### src/rtl/free_list.sv
// free_list: circular list of free physical register indices for rename, with commit-point flush recovery.
// Optional macro FREE_LIST_BYPASS_EN forwards a committing index straight to decode when the list is empty.
module free_list #(
  parameter  int PRF_DEPTH = 64,
  parameter  int ARF_DEPTH = 32,
  localparam int FL_DEPTH  = PRF_DEPTH - ARF_DEPTH,
  localparam int PRF_IDX   = $clog2(PRF_DEPTH),
  localparam int ADDR_W    = $clog2(FL_DEPTH),
  localparam int PTR_W     = ADDR_W + 1
) (
  input  logic               clk,
  input  logic               rst,
  input  logic               fl_valid,
  output logic               fl_ready,
  output logic [PRF_IDX-1:0] fl_free_idx,
  input  logic               rob_push_valid,
  input  logic [PRF_IDX-1:0] rob_push_idx,
  input  logic               flush
);

  logic [PRF_IDX-1:0] entries [FL_DEPTH];
  logic [PTR_W-1:0]   head, tail, commit_head;
  logic [PTR_W-1:0]   head_nxt, tail_nxt, commit_head_nxt;
  logic [PTR_W-1:0]   count;
  logic               empty, full, pop, push;

  // Pointer MSB is the wrap bit; low bits index the buffer and wrap at FL_DEPTH.
  function automatic logic [PTR_W-1:0] ptr_inc(input logic [PTR_W-1:0] p);
    logic [PTR_W-1:0] r;
    if (p[ADDR_W-1:0] == ADDR_W'(FL_DEPTH - 1))
      r = {~p[PTR_W-1], {ADDR_W{1'b0}}};
    else
      r = p + PTR_W'(1);
    return r;
  endfunction

  function automatic logic [PTR_W-1:0] ptr_dist(input logic [PTR_W-1:0] t,
                                                input logic [PTR_W-1:0] h);
    logic [PTR_W-1:0] r;
    if (t[PTR_W-1] == h[PTR_W-1])
      r = PTR_W'(t[ADDR_W-1:0]) - PTR_W'(h[ADDR_W-1:0]);
    else
      r = PTR_W'(FL_DEPTH) + PTR_W'(t[ADDR_W-1:0]) - PTR_W'(h[ADDR_W-1:0]);
    return r;
  endfunction

  assign count = ptr_dist(tail, head);
  assign empty = (count == '0);
  assign full  = (count == PTR_W'(FL_DEPTH));

`ifdef FREE_LIST_BYPASS_EN
  // When empty, a committing index can be handed to decode in the same cycle it is written.
  assign fl_ready    = !empty || rob_push_valid;
  assign fl_free_idx = empty ? rob_push_idx : entries[head[ADDR_W-1:0]];
`else
  assign fl_ready    = !empty;
  assign fl_free_idx = entries[head[ADDR_W-1:0]];
`endif

  assign pop  = fl_valid && fl_ready && !flush;
  assign push = rob_push_valid && !full;

  always_comb begin
    tail_nxt        = tail;
    commit_head_nxt = commit_head;
    head_nxt        = head;
    if (push) begin
      tail_nxt        = ptr_inc(tail);
      commit_head_nxt = ptr_inc(commit_head);
    end
    // Recovery rewinds to the architectural allocation point, including this cycle's commit.
    if (flush)
      head_nxt = commit_head_nxt;
    else if (pop)
      head_nxt = ptr_inc(head);
  end

  always_ff @(posedge clk) begin
    if (!rst) begin
      head        <= '0;
      commit_head <= '0;
      tail        <= {1'b1, {ADDR_W{1'b0}}};
    end else begin
      head        <= head_nxt;
      commit_head <= commit_head_nxt;
      tail        <= tail_nxt;
    end
  end

  always_ff @(posedge clk) begin
    if (!rst) begin
      for (int i = 0; i < FL_DEPTH; i++)
        entries[i] <= PRF_IDX'(ARF_DEPTH + i);
    end else if (push) begin
      entries[tail[ADDR_W-1:0]] <= rob_push_idx;
    end
  end

`ifndef SYNTHESIS
  always @(posedge clk) begin
    if (rst)
      assert (!(rob_push_valid && full))
        else $warning("free_list: push to a full free list ignored");
  end
`endif

endmodule

### config.mk
export PLATFORM = sky130hd
export DESIGN_NAME = free_list
export DESIGN_NICKNAME = d
export VERILOG_FILES = /design/src/rtl/free_list.sv
export SDC_FILE = /design/constraint.sdc
export NUM_CORES = 1
export LEC_CHECK = 0
export BUFFER_PORTS_ARGS = -buffer_cell sky130_fd_sc_hd__buf_2
export CORE_MARGIN = 5
export CORE_UTILIZATION = 26
export CTS_CLUSTER_DIAMETER = 150
export DETAILED_ROUTE_END_ITERATION = 6
export MAX_ROUTING_LAYER = met4
export PLACE_DENSITY = 0.52
export SKIP_CTS_REPAIR_TIMING = 1
export SLEW_MARGIN = 20
export SYNTH_ARGS = -nofsm -noshare
export SYNTH_HDL_FRONTEND = slang
export SYNTH_SLANG_ARGS = --single-unit
export TNS_END_PERCENT = 50
### constraint.sdc
create_clock -name clk -period 3.64 [get_ports clk]
set_input_delay 0 -clock clk [delete_from_list [all_inputs] [get_ports clk]]
set_output_delay 0 -clock clk [all_outputs]
set_load 0.03 [all_outputs]
==> impl_metrics.tcl, run 1 <==
set metrics [dict create \
    status "complete, but fails checks" \
    violations "hold timing" \
    power_w 0.00661 \
    finClkSkew_ps 20.7 \
    maxSlewHeadroom 0.355 \
    hpwl_um 18600 \
    slew_viol_final 0 \
    required_ps 3780 \
    layout_setup_ws_ps 332 \
    clockBufferDepth 3 \
    met2_usage 0.215 \
    synth_area_leaders "edfxtp_1 (57%), mux4_2 (13%), nand2_1 (5.3%), dfxtp_1 (4.6%), nor2_1 (4.5%)" \
    syn_area_per_cell_um2 13.3 \
    ir_drop_v 0.000326 \
    synth_seq_cells 215 \
    hold_path.class "in -> reg" \
    drt-pass1-iter-count 4 \
    min-delay-start "rob_push_valid" \
    finalWirelength_um 27200 \
    fin_nets 837 \
    r2r_slack_ps 330 \
    vias_per_cell 4.75 \
    cp-start-kind "flip-flop" \
    rsz0062_at_grt "no" \
    grt_usage 0.134 \
    clk_latency_ps 530 \
    clkTransAtPathRegs_ps 60 \
    drc_errors 0 \
    worstPathArrival_ps 3450 \
    synth_edf_count 192 \
    place_ws_ps 215 \
    path_max_fanout 6 \
    grt-ovfl-total 0 \
    cellLeakagePower_nw 3.53 \
    max_freq_mhz 302 \
    fin_setup_tns_ps 0 \
    htree_levels 1 \
    cellPowerDensity_nw_per_um2 553 \
    tritoncts "built" \
    synth_top_area_cell "edfxtp_1" \
    numCtsBuffers 25 \
    layout_common_cells "edfxtp_1 (192), nand2_1 (140), nor2_1 (120), mux4_2 (60), buf_4 (54)" \
    drv_cap 0 \
    grt_busiest_layer "met2" \
    setup.worst_path.end_class "flip-flop" \
    drt_iter0_drc 547 \
    crit_path_start "tail[0]$_SDFFE_PN0N_" \
    rows 72 \
    yosys_warnings 0 \
    die_h_um 207 \
    synthToLayoutAreaGrowth_pct 18.7 \
    synth_top_area_share 0.573 \
    dieArea_um2 42700 \
    yosys_most_used_dff "edfxtp_1" \
    numClockSinks 215 \
    port_buffers 17 \
    period_needed_ps 3310 \
    synthCells 757 \
    ys_types 54 \
    drive_above_1_share 0.234 \
    grtUsageMet3 0.0284 \
    async_flop_share 0 \
    setup_viol 0 \
    path_class "reg -> reg" \
    start_util 0.262 \
    core_um2 38500 \
    wl_per_cell_um 20.2 \
    reg2reg_depth 11 \
    grt_max_degree 49 \
    antenna_found_initial 0 \
    final_util 0.311 \
    die_x_um 207 \
    synth_nets 784 \
    netlist_area_um2 10100 \
    r2r_end "entries[27][1]$_SDFFCE_PN1P_" \
    tightest_slew_ps 958 \
    grt_pass1_vias 6727 \
    use_met1 0.175 \
    finalCritPeriodShare 0.909 \
    place_congestion 0.793 \
    timing_hold_violations_final 1 \
    ios 18 \
    grt_first_pass_wirelength_um 42000 \
    vias 6403 \
    rr_startpoint "tail[0]$_SDFFE_PN0N_" \
    min_path_cells 4 \
    holdWs_ps -6.81 \
    antenna_cells 0 \
    ys_seq_area_frac 0.619 \
    min_to "commit_head[3]$_SDFF_PN0_" \
    layout_commonest_cell "edfxtp_1" \
    cts-root-buf "clkbuf_16" \
    drtAntennaViolNets 0 \
]
==> worst max-delay path by stage <==
stage | endpoint | slack (ps) | cells past startpoint
after floorplan | entries[10][0]$_SDFFCE_PN0P_ | 520 | 12
after global placement | entries[23][5]$_SDFFCE_PN1P_ | 240 | 11
after detailed placement | entries[22][4]$_SDFFCE_PN1P_ | 210 | 12
after CTS | entries[22][0]$_SDFFCE_PN0P_ | 230 | 13
after global routing | entries[3][0]$_SDFFCE_PN1P_ | 10 | 11
final | entries[27][1]$_SDFFCE_PN1P_ | 330 | 11
==> cell families after synthesis <==
group | after synthesis | share of synthesized area
mux | 73 | 0.149
fa+ha+maj | 16 | 0.0206
buf+inv | 62 | 0.0267
simple gates | 310 | 0.130
flops | 215 | 0.619
compound gates | 76 | 0.0515
xor+xnor | 5 | 0.00435
==> area by class of cell <==
type                       count  area (um^2)
timing repair buffer          79          601
tap                          518          648
multi-input combinational    480         3580
sequential                   215         6230
inverter                       9         33.8
clock inverter                15          210
fill                        3867        26500
clock buffer                  31          648
==> cells in the mapped netlist (2+ instances only) <==
cell type	instances
and3b_1	2
nor3_1	3
nor2b_1	3
ha_1	15
o2111a_1	3
a21o_1	2
nand2b_1	3
nand3b_1	3
o21ai_0	36
nand4_1	2
buf_2	14
or2_1	2
clkbuf_1	23
mux4_2	60
xor2_1	3
nor2_2	4
nor3b_1	3
and3_1	9
mux2i_1	5
nand2_1	142
o211ai_1	4
o21ai_1	2
o21a_1	3
o221ai_1	3
or3b_2	2
o2111ai_2	3
buf_1	12
edfxtp_1	192
dfxtp_1	23
a31oi_1	2
nor4b_1	2
a21oi_1	10
nor2_1	120
buf_4	3
mux2_2	6
o22ai_1	2
xnor2_1	2
or3_1	3
nand3_1	3
inv_1	9
==> registers in the layout, summed over array words and instances, names as in the netlist, named ones only <==
register / cells
head: 6
commit_head: 6
entries: 192
tail: 6
==> per-stage QoR <==
| step | std cells | instance area (um^2) |
|---|---|---|
| 2_1_floorplan | 757 | 10100 |
| 3_5_place_dp | 1296 | 11000 |
| 3_3_place_gp | 1296 | 11000 |
| 6_report | 1347 | 11900 |
| 5_1_grt | 1347 | 11900 |
| 4_1_cts | 1342 | 11900 |
==> report_power, final <==
part	total (W)	switching, W	internal [W]
Sequential	0.00284	0.0000813	0.00276
Combinational	0.00114	0.000668	0.000475
Clock	0.00262	0.00100	0.00162
==> critical path, cell delays in order, from the launching register on <==
cell	delay, ps
dfxtp_1	350
inv_1	140
ha_1	160
inv_1	50
fa_1	400
a21o_1	190
a21oi_1	180
xnor2_1	210
or2_1	170
o211ai_1	140
buf_4	190
o21ai_0	750
==> layer usage <==
layer | share of wire | routed length [um]
met5 | 0 | 0
met3 | 0.071 | 1920
met1 | 0.42 | 11500
met4 | 0.027 | 728
met2 | 0.48 | 13100
Power figures use the tool's default switching activity.
==> inputs of run 2 (changes only) <==
==> constraint.sdc (replaced) <==
create_clock -name clk -period 3.64 [get_ports clk]
set_input_delay 0.546 -clock clk [delete_from_list [all_inputs] [get_ports clk]]
set_output_delay 0.546 -clock clk [all_outputs]
set_load 0.03 [all_outputs]
==> run 2 against run 1 <==
  * The flow now finishes without violations
  * First-iteration DRC count down 19%
  * Non-clock buffer count shrank 4
  * Clock skew increased by 3.6 ps
  * Critical path depth unchanged
  * Total power shrank 2.4%
  * Highest routed layer unchanged
==> impl_metrics.tcl, run 2 (synthesis gave the netlist of run 1 again) <==
set metrics [dict create \
    finalCritPeriodShare 0.956 \
    ios 18 \
    grtUsageMet3 0.0203 \
    core_um2 38500 \
    die_h_um 207 \
    die_x_um 207 \
    grt_pass1_vias 6630 \
    drc_errors 0 \
    grt_usage 0.133 \
    grt-ovfl-total 0 \
    layout_commonest_cell "edfxtp_1" \
    cp-start-kind "flip-flop" \
    fill_cells 3869 \
    setup.worst_path.end_class "output pin" \
    p_comb_frac 0.179 \
    drt-pass1-iter-count 5 \
    numClockSinks 215 \
    finalWirelength_um 27000 \
    path_max_fanout 12 \
    pwr-share-seq 0.439 \
    p_sw_w 0.00173 \
    max_freq_mhz 287 \
    antenna_found_initial 0 \
    clkPwrFrac 0.382 \
    slowest_stage "fa_1" \
    cellPowerDensity_nw_per_um2 544 \
    clkTransAtPathRegs_ps 60 \
    power.internal_w 0.00472 \
    wl_per_cell_um 20.2 \
    path_class "reg -> out" \
    largest_reg_flops 192 \
    crit_path_start "tail[0]$_SDFFE_PN0N_" \
    grt_max_degree 37 \
    numCtsBuffers 24 \
    swShare 0.268 \
    fin_setup_tns_ps 0 \
    hold_path.class "in -> reg" \
    ir_drop_v 0.000285 \
    placed_area_um2 11100 \
    clockBufferDepth 3 \
    layout_common_cells "edfxtp_1 (192), nand2_1 (142), nor2_1 (120), mux4_2 (60), buf_4 (54)" \
    cpPeakStageDelay_ps 390 \
    slew_viol_final 0 \
    r2r_end "entries[29][1]$_SDFFCE_PN0P_" \
    grt_first_pass_wirelength_um 41500 \
    drv_cap 0 \
    reg2reg_depth 14 \
    drtAntennaViolNets 0 \
    port_buffers 17 \
    path_cells "inv_1, ha_1, inv_1, fa_1, xor2_1, nor4bb_1, mux2i_1, or2_1, buf_4, nand2b_1, buf_2" \
    finalNonFillerCells 1339 \
    maxSlewHeadroom 0.285 \
    rows 72 \
    clk_latency_ps 530 \
    cts-root-buf "clkbuf_16" \
    status "finished clean" \
    fin_nets 832 \
    dieArea_um2 42700 \
    r2r_slack_ps 250 \
    largest-register "entries" \
    synthToLayoutAreaGrowth_pct 17.7 \
    seqCellArea_um2 6230 \
    drt_iter0_drc 444 \
    start_util 0.262 \
    drive_above_1_share 0.236 \
    multi_input_area_um2 3570 \
    tightest_slew_ps 1060 \
    cellLeakagePower_nw 3.49 \
    path_common_cell "inv_1" \
    hpwl_um 18600 \
    dp.cells 1297 \
    vias_per_cell 4.70 \
    tritoncts "built" \
    use_met1 0.181 \
    place_congestion 0.792 \
    power_w 0.00645 \
    grt_busiest_layer "met2" \
    cp-endpoint "fl_ready" \
    design_area_um2 11900 \
    vias 6294 \
    min-delay-start "flush" \
    worstPathArrival_ps 2930 \
    met2_usage 0.204 \
    timing_hold_violations_final 0 \
    setup_viol 0 \
    rr_startpoint "tail[0]$_SDFFE_PN0N_" \
    required_ps 3090 \
    rsz0062_at_grt "no" \
    finClkSkew_ps 24.3 \
    antenna_cells 0 \
    htree_levels 1 \
    period_needed_ps 3480 \
]
[run 2: worst min-delay path by stage]
stage / depth (start not counted) / slack, ps / to
after global placement: 2 / 490 / tail[5]$_SDFFE_PN1N_
after CTS: 2 / 330 / head[4]$_SDFFE_PN0N_
after floorplan: 2 / 470 / commit_head[5]$_SDFF_PN0_
after detailed placement: 2 / 500 / commit_head[5]$_SDFF_PN0_
after global routing: 2 / 350 / head[4]$_SDFFE_PN0N_
final: 2 / 350 / head[4]$_SDFFE_PN0N_
[run 2: worst max-delay path, delay by kind of cell (launching register included)]
kind / cells / cell delay (ps)
and+or+nand+nor: 3 / 700
adders and majority gates: 2 / 530
buffers and inverters: 4 / 520
DFF: 1 / 340
xor gates and xnor gates: 1 / 170
muxes: 1 / 170
[run 2: stage by stage]
stage / setup WS, ps / hold slack [ps] / utilization
after floorplan: 521 / 472 / -
after global placement: 242 / 493 / 0.287
after CTS: 67.0 / 331 / 0.308
after detailed placement: 202 / 503 / 0.287
final: 161 / 350 / 0.308
after global routing: 9.92 / 351 / 0.308
[run 2: power by group through the flow]
stage               Combinational, W  Sequential (W)  Clock, W
floorplan                   0.000803         0.00284         0
global placement             0.00116         0.00289         0
detailed placement           0.00116         0.00289         0
CTS                          0.00117         0.00284   0.00252
global route                 0.00123         0.00285   0.00264
finish                       0.00115         0.00283   0.00247
[run 2: area by class of cell]
class,instances,area share
inverter,9,0.00285
clock buffer,26,0.0513
clock inverter,16,0.0159
tap,518,0.0547
sequential,215,0.526
timing repair buffer,75,0.0481
multi-input combinational,480,0.301
[run 2: layer usage]
| metal | vias to the layer above | share of wire |
|---|---|---|
| li1 | 2898 | - |
| met2 | 174 | 0.47 |
| met1 | 3179 | 0.45 |
| met3 | 43 | 0.053 |
| met4 | 0 | 0.032 |
| met5 | - | 0 |
==> inputs of run 3 (changes only) <==
--- a/config.mk
+++ b/config.mk
@@ -5,13 +5,13 @@
 export SDC_FILE = /design/constraint.sdc
 export NUM_CORES = 1
 export LEC_CHECK = 0
-export BUFFER_PORTS_ARGS = -buffer_cell sky130_fd_sc_hd__buf_2
 export CORE_MARGIN = 5
 export CORE_UTILIZATION = 26
 export CTS_CLUSTER_DIAMETER = 150
 export DETAILED_ROUTE_END_ITERATION = 6
+export DONT_BUFFER_PORTS = 1
 export MAX_ROUTING_LAYER = met4
-export PLACE_DENSITY = 0.52
+export PLACE_DENSITY = 0.51
 export SKIP_CTS_REPAIR_TIMING = 1
 export SLEW_MARGIN = 20
 export SYNTH_ARGS = -nofsm -noshare
==> run 3 against run 2 <==
  * Worst setup slack better by 40 ps
  * Routed wire length up 0.86%
  * Cell area down 0.51%
  * Clock power down 2%
  * Sequential share of layout area up 0.27 points
  * Critical path depth unchanged
  * Flip-flop and latch count unchanged
  * Utilization down 0.16 points
  * Largest power group unchanged
  * Highest routed layer unchanged
==> impl_metrics.tcl, run 3 (synthesis gave the netlist of run 1 again) <==
set metrics [dict create \
    status "finished clean" \
    tritoncts "built" \
    clk_latency_ps 540 \
    drive_above_1_share 0.227 \
    wl_per_cell_um 20.5 \
    path_class "reg -> out" \
    finalWirelength_um 27200 \
    drc_errors 0 \
    final_util 0.307 \
    ios 18 \
    worstPathArrival_ps 2890 \
    clockBufferDepth 3 \
    rows 72 \
    drtAntennaViolNets 0 \
    synthToLayoutAreaGrowth_pct 17.2 \
    htree_levels 1 \
    setup_viol 0 \
    slew_viol_final 0 \
    die_h_um 207 \
    cpPeakStageDelay_ps 350 \
    largest_reg_flops 192 \
    timing_hold_violations_final 0 \
    drt-pass1-iter-count 6 \
    cts-root-buf "clkbuf_16" \
    path_cells "inv_2, ha_1, inv_1, fa_2, xor2_1, nor4b_1, mux2i_1, or2_1, buf_6, nand2b_4, buf_4" \
    power_w 0.00639 \
    placed_area_um2 11000 \
    layout_commonest_cell "edfxtp_1" \
    fin_nets 821 \
    min-delay-start "flush" \
    core_um2 38500 \
    fin_setup_tns_ps 0 \
    place_congestion 0.817 \
    finClkSkew_ps 21.8 \
    finalCritPeriodShare 0.945 \
    numCtsBuffers 25 \
    die_x_um 207 \
    largest-register "entries" \
    rsz0062_at_grt "no" \
    start_util 0.262 \
    period_needed_ps 3440 \
    grt_pass1_vias 6537 \
    maxSlewHeadroom 0.361 \
    cellPowerDensity_nw_per_um2 542 \
    antenna_cells 0 \
    slowest_stage "dfxtp_2" \
    layout_common_cells "edfxtp_1 (192), nand2_1 (142), nor2_1 (120), mux4_2 (60), buf_4 (59)" \
    grt_first_pass_wirelength_um 41600 \
    cellLeakagePower_nw 3.44 \
    design_area_um2 11800 \
    path_max_fanout 12 \
    cp-start-kind "flip-flop" \
    path_buf_inv 4 \
    vias 6334 \
    setup.worst_path.end_class "output pin" \
    required_ps 3090 \
    crit_path_start "tail[0]$_SDFFE_PN0N_" \
    cp_top_family "simple AND/OR/NAND/NOR gates" \
    port_buffers 0 \
    grt-ovfl-total 0 \
    dieArea_um2 42700 \
    max_freq_mhz 291 \
    place_ws_ps 272 \
    vias_per_cell 4.77 \
    ir_drop_v 0.000314 \
    hold_path.class "in -> reg" \
    antenna_found_initial 0 \
    clkTransAtPathRegs_ps 60 \
    tightest_slew_ps 956 \
    layout_setup_ws_ps 201 \
    drt_iter0_drc 563 \
    grt_usage 0.133 \
    hpwl_um 18600 \
    numClockSinks 215 \
    grt_max_degree 49 \
    rr_startpoint "tail[0]$_SDFFE_PN0N_" \
    drv_cap 0 \
]
==> run 3: cell types whose count changed in the layout (fill, tap and decap cells not counted), moves of 2 or more <==
cell and delta:
buf_2 -17, buf_4 +5, clkbuf_1 +3, bufinv_16 -2, clkinv_2 -2
==> run 3: worst paths after layout <==
kind,to,slack [ps],cells past startpoint
setup / recovery,fl_ready,200,11
hold / removal,head[4]$_SDFFE_PN0N_,150,1
setup reg to reg,entries[30][2]$_SDFFCE_PN1P_,390,13
hold reg to reg,tail[0]$_SDFFE_PN0N_,490,2
==> run 3: layout make-up <==
class | count | area [um^2]
clock buffer | 30 | 644
clock inverter | 14 | 139
fill | 3861 | 26700
inverter | 9 | 33.8
multi-input combinational | 480 | 3580
sequential | 215 | 6230
tap | 518 | 648
timing repair buffer | 63 | 514
==> run 3: through the flow <==
stage / hold slack (ps) / instances
global route: 127 / 1329
global placement: 491 / 1284
floorplan: 472 / 757
CTS: 131 / 1328
finish: 145 / 1329
detailed placement: 503 / 1284
==> run 3: per-layer routing <==
metal	global-route usage	wire length, um	part of all wire
met5	-	0	0
met4	0.0300	586	0.022
met3	0.0216	1750	0.064
met2	0.208	12900	0.47
met1	0.186	12000	0.44
==> run 3: worst register-to-register path: stages, from the launching register on <==
cell and delay (ps):
dfxtp_2 350, inv_2 80, ha_1 140, inv_1 60, fa_2 350, xor2_1 160
nor4b_1 300, mux2i_1 170, or2_1 280, buf_6 160, o21a_1 240, nand2_1 370
o21ai_0 170, buf_4 190
==> run 3: power by group <==
part / internal (W) / switching (W) / total [W]
Combinational: 0.000478 / 0.000677 / 0.00116
Sequential: 0.00276 / 0.0000589 / 0.00282
Clock: 0.00141 / 0.00100 / 0.00241
